[config.mk]
export PLATFORM = sky130hd
export DESIGN_NAME = polar_sc_hard_decoder
export DESIGN_NICKNAME = d
export VERILOG_FILES = /design/src/rtl/polar_sc_hard_decoder.sv
export SDC_FILE = /design/constraint.sdc
export NUM_CORES = 1
export LEC_CHECK = 0
export CAP_MARGIN = 20
export CORE_ASPECT_RATIO = 0.8
export CORE_MARGIN = 2
export CORE_UTILIZATION = 40
export DETAILED_ROUTE_END_ITERATION = 8
export DONT_BUFFER_PORTS = 1
export RECOVER_POWER = 100
export SETUP_SLACK_MARGIN = 0.3
export SYNTH_ARGS = -nofsm -noshare
export SYNTH_HDL_FRONTEND = slang
export SYNTH_SLANG_ARGS = --single-unit
[constraint.sdc]
create_clock -name clk -period 5.24 [get_ports clk]
set_input_delay 0.262 -clock clk [delete_from_list [all_inputs] [get_ports clk]]
set_output_delay 0.262 -clock clk [all_outputs]
set_load 0.1 [all_outputs]
[src/rtl/polar_sc_hard_decoder.sv]
// Serial polar hard-decision decoder: deserialises an N-bit codeword, applies the
// inverse polar transform one butterfly stage per cycle, then extracts message bits.
module polar_sc_hard_decoder #(
  parameter int N    = 8,
  parameter int LOGN = 3,
  parameter int K    = 2
) (
  input  logic         clk,
  input  logic         rst,
  input  logic         ce,
  input  logic         x_in,
  input  logic [N-1:0] f_inp,
  output logic         busy,
  output logic [N-1:0] u_out,
  output logic [K-1:0] msg_out,
  output logic         msg_valid,
  output logic         frozen_err,
  output logic         mask_err
);

  localparam int CW = LOGN + 1;
  localparam logic [CW-1:0]   CNT_LAST = CW'(N - 1);
  localparam logic [LOGN-1:0] STG_LAST = LOGN'(LOGN - 1);

  typedef enum logic [1:0] {IDLE, RECV, XFORM, EXTRACT} state_t;

  state_t          state, state_nxt;
  logic [CW-1:0]   cnt;
  logic [LOGN-1:0] stage;
  logic [N-1:0]    v;
  logic [N-1:0]    mask;

  // Stage s pairs index i (bit s clear) with i + 2^s, i.e. i | 2^s.
  function automatic logic [N-1:0] butterfly(input logic [N-1:0] vin,
                                             input logic [LOGN-1:0] stg);
    logic [N-1:0] r;
    r = vin;
    for (int s = 0; s < LOGN; s++) begin
      if (stg == LOGN'(s)) begin
        for (int i = 0; i < N; i++) begin
          if (((i >> s) & 1) == 0) r[i] = vin[i] ^ vin[i | (1 << s)];
        end
      end
    end
    return r;
  endfunction

  // Message bit k comes from the k-th unfrozen index, lowest index first.
  function automatic logic [K-1:0] pick_msg(input logic [N-1:0] vin,
                                            input logic [N-1:0] m);
    logic [K-1:0] r;
    int           k;
    r = '0;
    k = 0;
    for (int j = 0; j < N; j++) begin
      if (!m[j]) begin
        if (k < K) r = r | (K'(vin[j]) << k);
        k++;
      end
    end
    return r;
  endfunction

  function automatic int count_zeros(input logic [N-1:0] m);
    int z;
    z = 0;
    for (int j = 0; j < N; j++) if (!m[j]) z++;
    return z;
  endfunction

  always_ff @(posedge clk or posedge rst) begin
    if (rst) state <= IDLE;
    else     state <= state_nxt;
  end

  always_comb begin
    state_nxt = state;
    case (state)
      IDLE:    if (ce) state_nxt = RECV;
      RECV:    if (ce && cnt == CNT_LAST) state_nxt = XFORM;
      XFORM:   if (stage == STG_LAST) state_nxt = EXTRACT;
      EXTRACT: state_nxt = IDLE;
      default: state_nxt = IDLE;
    endcase
  end

  assign busy = (state == XFORM) || (state == EXTRACT);

  always_ff @(posedge clk or posedge rst) begin
    if (rst) begin
      cnt        <= '0;
      stage      <= '0;
      v          <= '0;
      mask       <= '0;
      u_out      <= '0;
      msg_out    <= '0;
      msg_valid  <= 1'b0;
      frozen_err <= 1'b0;
      mask_err   <= 1'b0;
    end else begin
      msg_valid <= 1'b0;
      case (state)
        IDLE: begin
          if (ce) begin
            v    <= {v[N-2:0], x_in};
            mask <= f_inp;
            cnt  <= CW'(1);
          end
        end
        RECV: begin
          stage <= '0;
          if (ce) begin
            v   <= {v[N-2:0], x_in};
            cnt <= cnt + CW'(1);
          end
        end
        XFORM: begin
          v     <= butterfly(v, stage);
          stage <= stage + LOGN'(1);
        end
        EXTRACT: begin
          u_out      <= v;
          msg_out    <= pick_msg(v, mask);
          frozen_err <= |(v & mask);
          mask_err   <= (count_zeros(mask) != K);
          msg_valid  <= 1'b1;
        end
        default: ;
      endcase
    end
  end

endmodule

==> impl_metrics.ini <==
[setup_path]
crit_fanout = 7
endpoint_kind = flip-flop
arrival_ns = 4.78
crit_type = reg2reg
start_kind = flip-flop
reg2reg_depth = 19
crit_required_ns = 5.36

[synth]
synth.largest_area_cell = dfrtp_1
yosys-top-cells-area = dfrtp_1, ha_1, mux2_2
synth_top_area_share_pct = 34.5
ys.flop_type = dfrtp_1
ys_seq_area_share_pct = 34.5
ys_async_sr_fraction_pct = 100
yosys.cell_types.count = 57
syn_inst = 292
synth-seq-cells = 38
syn-num-nets = 324
synth.avg_cell_area_sq_um = 9.43
synth_edf_count = 0
syn_area_sq_mm = 0.00275
yosysWarnings = 0

[finish]
drive_gt1_share_pct = 13.4
utilization_pct = 43.9
layout_commonest_cell = dfrtp_1
nets = 322
num_antenna_cells = 0
syn_to_final_growth_pct = 7.86
final_cell_mix = dfrtp_1, nand2_1, a21oi_1

[sta]
max_freq_mhz = 215
finalSetupViolations = 0
max_slew_margin_pct = -43.7
timing.final.hold_violations = 0
worstMarginPinSlew_ns = 2.16
rsz0062_at_grt = no
hold_slack_ns = 0.115
finalSetupTns_ns = 0
timing.clock.skew_ns = 0.00785
slew_viol_final = 39
min_period_ns = 4.66
fin_crit_sh_pct = 88.9

[floorplanning]
die-area_sq_mm = 0.00756
start_util_pct = 40.7
row_count = 27
pin_count = 26
fp.dieW_um = 96.7
die_y_um = 78.2
core_area_sq_mm = 0.00676

[clock_network]
cts_resized = 0
ctsHoldBuffers = 1
cts-htree-levels = 2
post_cts_buffers = 0
numCtsBuffers = 5
cts_buffer_depth = 2
cts.sinks = 38
insertion_delay_ns = 0.29
clk_pin_slew_ns = 0.09
clockRootBuffer = clkbuf_8
cts_tree = done

[global_route]
track_usage_pct = 16.2
globalRouteOverflowTotal = 0
grt_pass1_vias = 1934
grt_max_degree = 39
grt_pass1_wl_um = 9920
antenna_found_initial = 1

[worst_hold_path]
hold_path_depth = 1
hold_class = in2reg

[placement]
place.gp.congestion = 0.837
place_hpwl_um = 4380
port_buffers = 0

[route]
dr.pass1.iters = 4
vias_per_cell = 5.60
drt-initial-drc-count = 89
wl_um = 6080
wl_per_cell_um = 16.1
antenna_left = 0
drc = 0
via_count = 2116

[run]
max_cap_viol_count = 2

[run_status]
outcome = complete, but fails checks
violations = capacitance limit, slew limit
[critical path, stage by stage, from the launching register on]
cell      delay, ns
dfrtp_1        0.45
inv_1          0.13
fa_1           0.50
ha_1           0.33
nand2b_1       0.11
nand2_1        0.06
ha_1           0.28
inv_1          0.07
mux2_2         0.15
nand2_1        0.07
ha_1           0.29
nor2_1         0.03
a31oi_1        0.34
ha_1           0.30
mux2i_1        0.29
inv_1          0.08
ha_1           0.23
or4_1          0.52
mux2i_1        0.13
a41oi_1        0.11
[flip-flops by register name, indices dropped and copies added, names as in the netlist]
register / cells
v: 8
stage: 3
u_out: 8
mask: 8
mask_err: 1
frozen_err: 1
state: 2
cnt: 4
msg_valid: 1
msg_out: 2
[synthesized netlist by cell type (all sizes together) (2+ instances only)]
| library cell | number |
|---|---|
| dfrtp | 38 |
| nand2 | 26 |
| a21oi | 23 |
| ha | 19 |
| mux2 | 19 |
| inv | 17 |
| nor2 | 17 |
| o21ai | 15 |
| a31oi | 10 |
| clkbuf | 8 |
| nor2b | 8 |
| nand2b | 7 |
| xnor2 | 7 |
| nand3 | 6 |
| a22o | 5 |
| mux2i | 5 |
| nand4 | 5 |
| buf | 4 |
| nor3 | 4 |
| o22ai | 4 |
| nand4b | 3 |
| nor4b | 3 |
| o22a | 3 |
| xor2 | 3 |
| a221oi | 2 |
| a22oi | 2 |
| a41oi | 2 |
| and2 | 2 |
| and3 | 2 |
| and3b | 2 |
| nor4 | 2 |
| o21bai | 2 |
| or2 | 2 |
| xnor3 | 2 |
[worst paths after layout]
check / start / endpoint / slack [ns]
min: f_inp[5] / mask[5]$_DFFE_PP0P_ / 0.12
max: mask[0]$_DFFE_PP0P_ / mask_err$_DFFE_PP0P_ / 0.58
max reg2reg: mask[0]$_DFFE_PP0P_ / mask_err$_DFFE_PP0P_ / 0.58
min reg2reg: cnt[3]$_DFFE_PP0P_ / cnt[3]$_DFFE_PP0P_ / 0.55
min in group asynchronous: rst / mask[2]$_DFFE_PP0P_ / 1.20
max in group asynchronous: rst / v[0]$_DFFE_PP0P_ / 2.81
[area by class of cell]
| type | count | area (sq um) |
|---|---|---|
| Clock buffer | 5 | 68.8 |
| Fill cell | 665 | 3790 |
| Sequential cell | 38 | 951 |
| Tap cell | 87 | 109 |
| Timing Repair Buffer | 3 | 21.3 |
| Multi-Input combinational cell | 225 | 1690 |
| Clock inverter | 3 | 68.8 |
| Inverter | 17 | 63.8 |
[routing by layer]
metal,up-vias,track usage [%],share of wire (%)
li1,1060,-,-
met1,1010,24.7,53
met2,42,23.4,42
met3,4,3.21,4.4
met4,0,4.37,0.84
met5,-,0,0
[kinds of logic (layout without fill, tap and decap cells)]
group,count (synthesis),after routing,synth area share (%)
xor gates and xnor gates,12,12,6.09
AOI/OAI and AO/OA,74,74,16.8
buffers and inverters,29,28,4.18
DFF,38,38,34.5
muxes,24,24,9.59
and+or+nand+nor,95,95,19.4
adders and majority gates,20,20,9.36
[metrics by stage]
stage	instance area, sq um	worst slack [ns]	std cells
CTS	2970	0.609	378
detailed placement	2830	0.623	369
floorplan	2750	1.00	292
global placement	2830	0.728	369
finish	2970	0.581	378
global route	2970	0.315	378
Power is not shown: default switching activity piles up to over one toggle a cycle in this logic, so the estimate is an artifact.
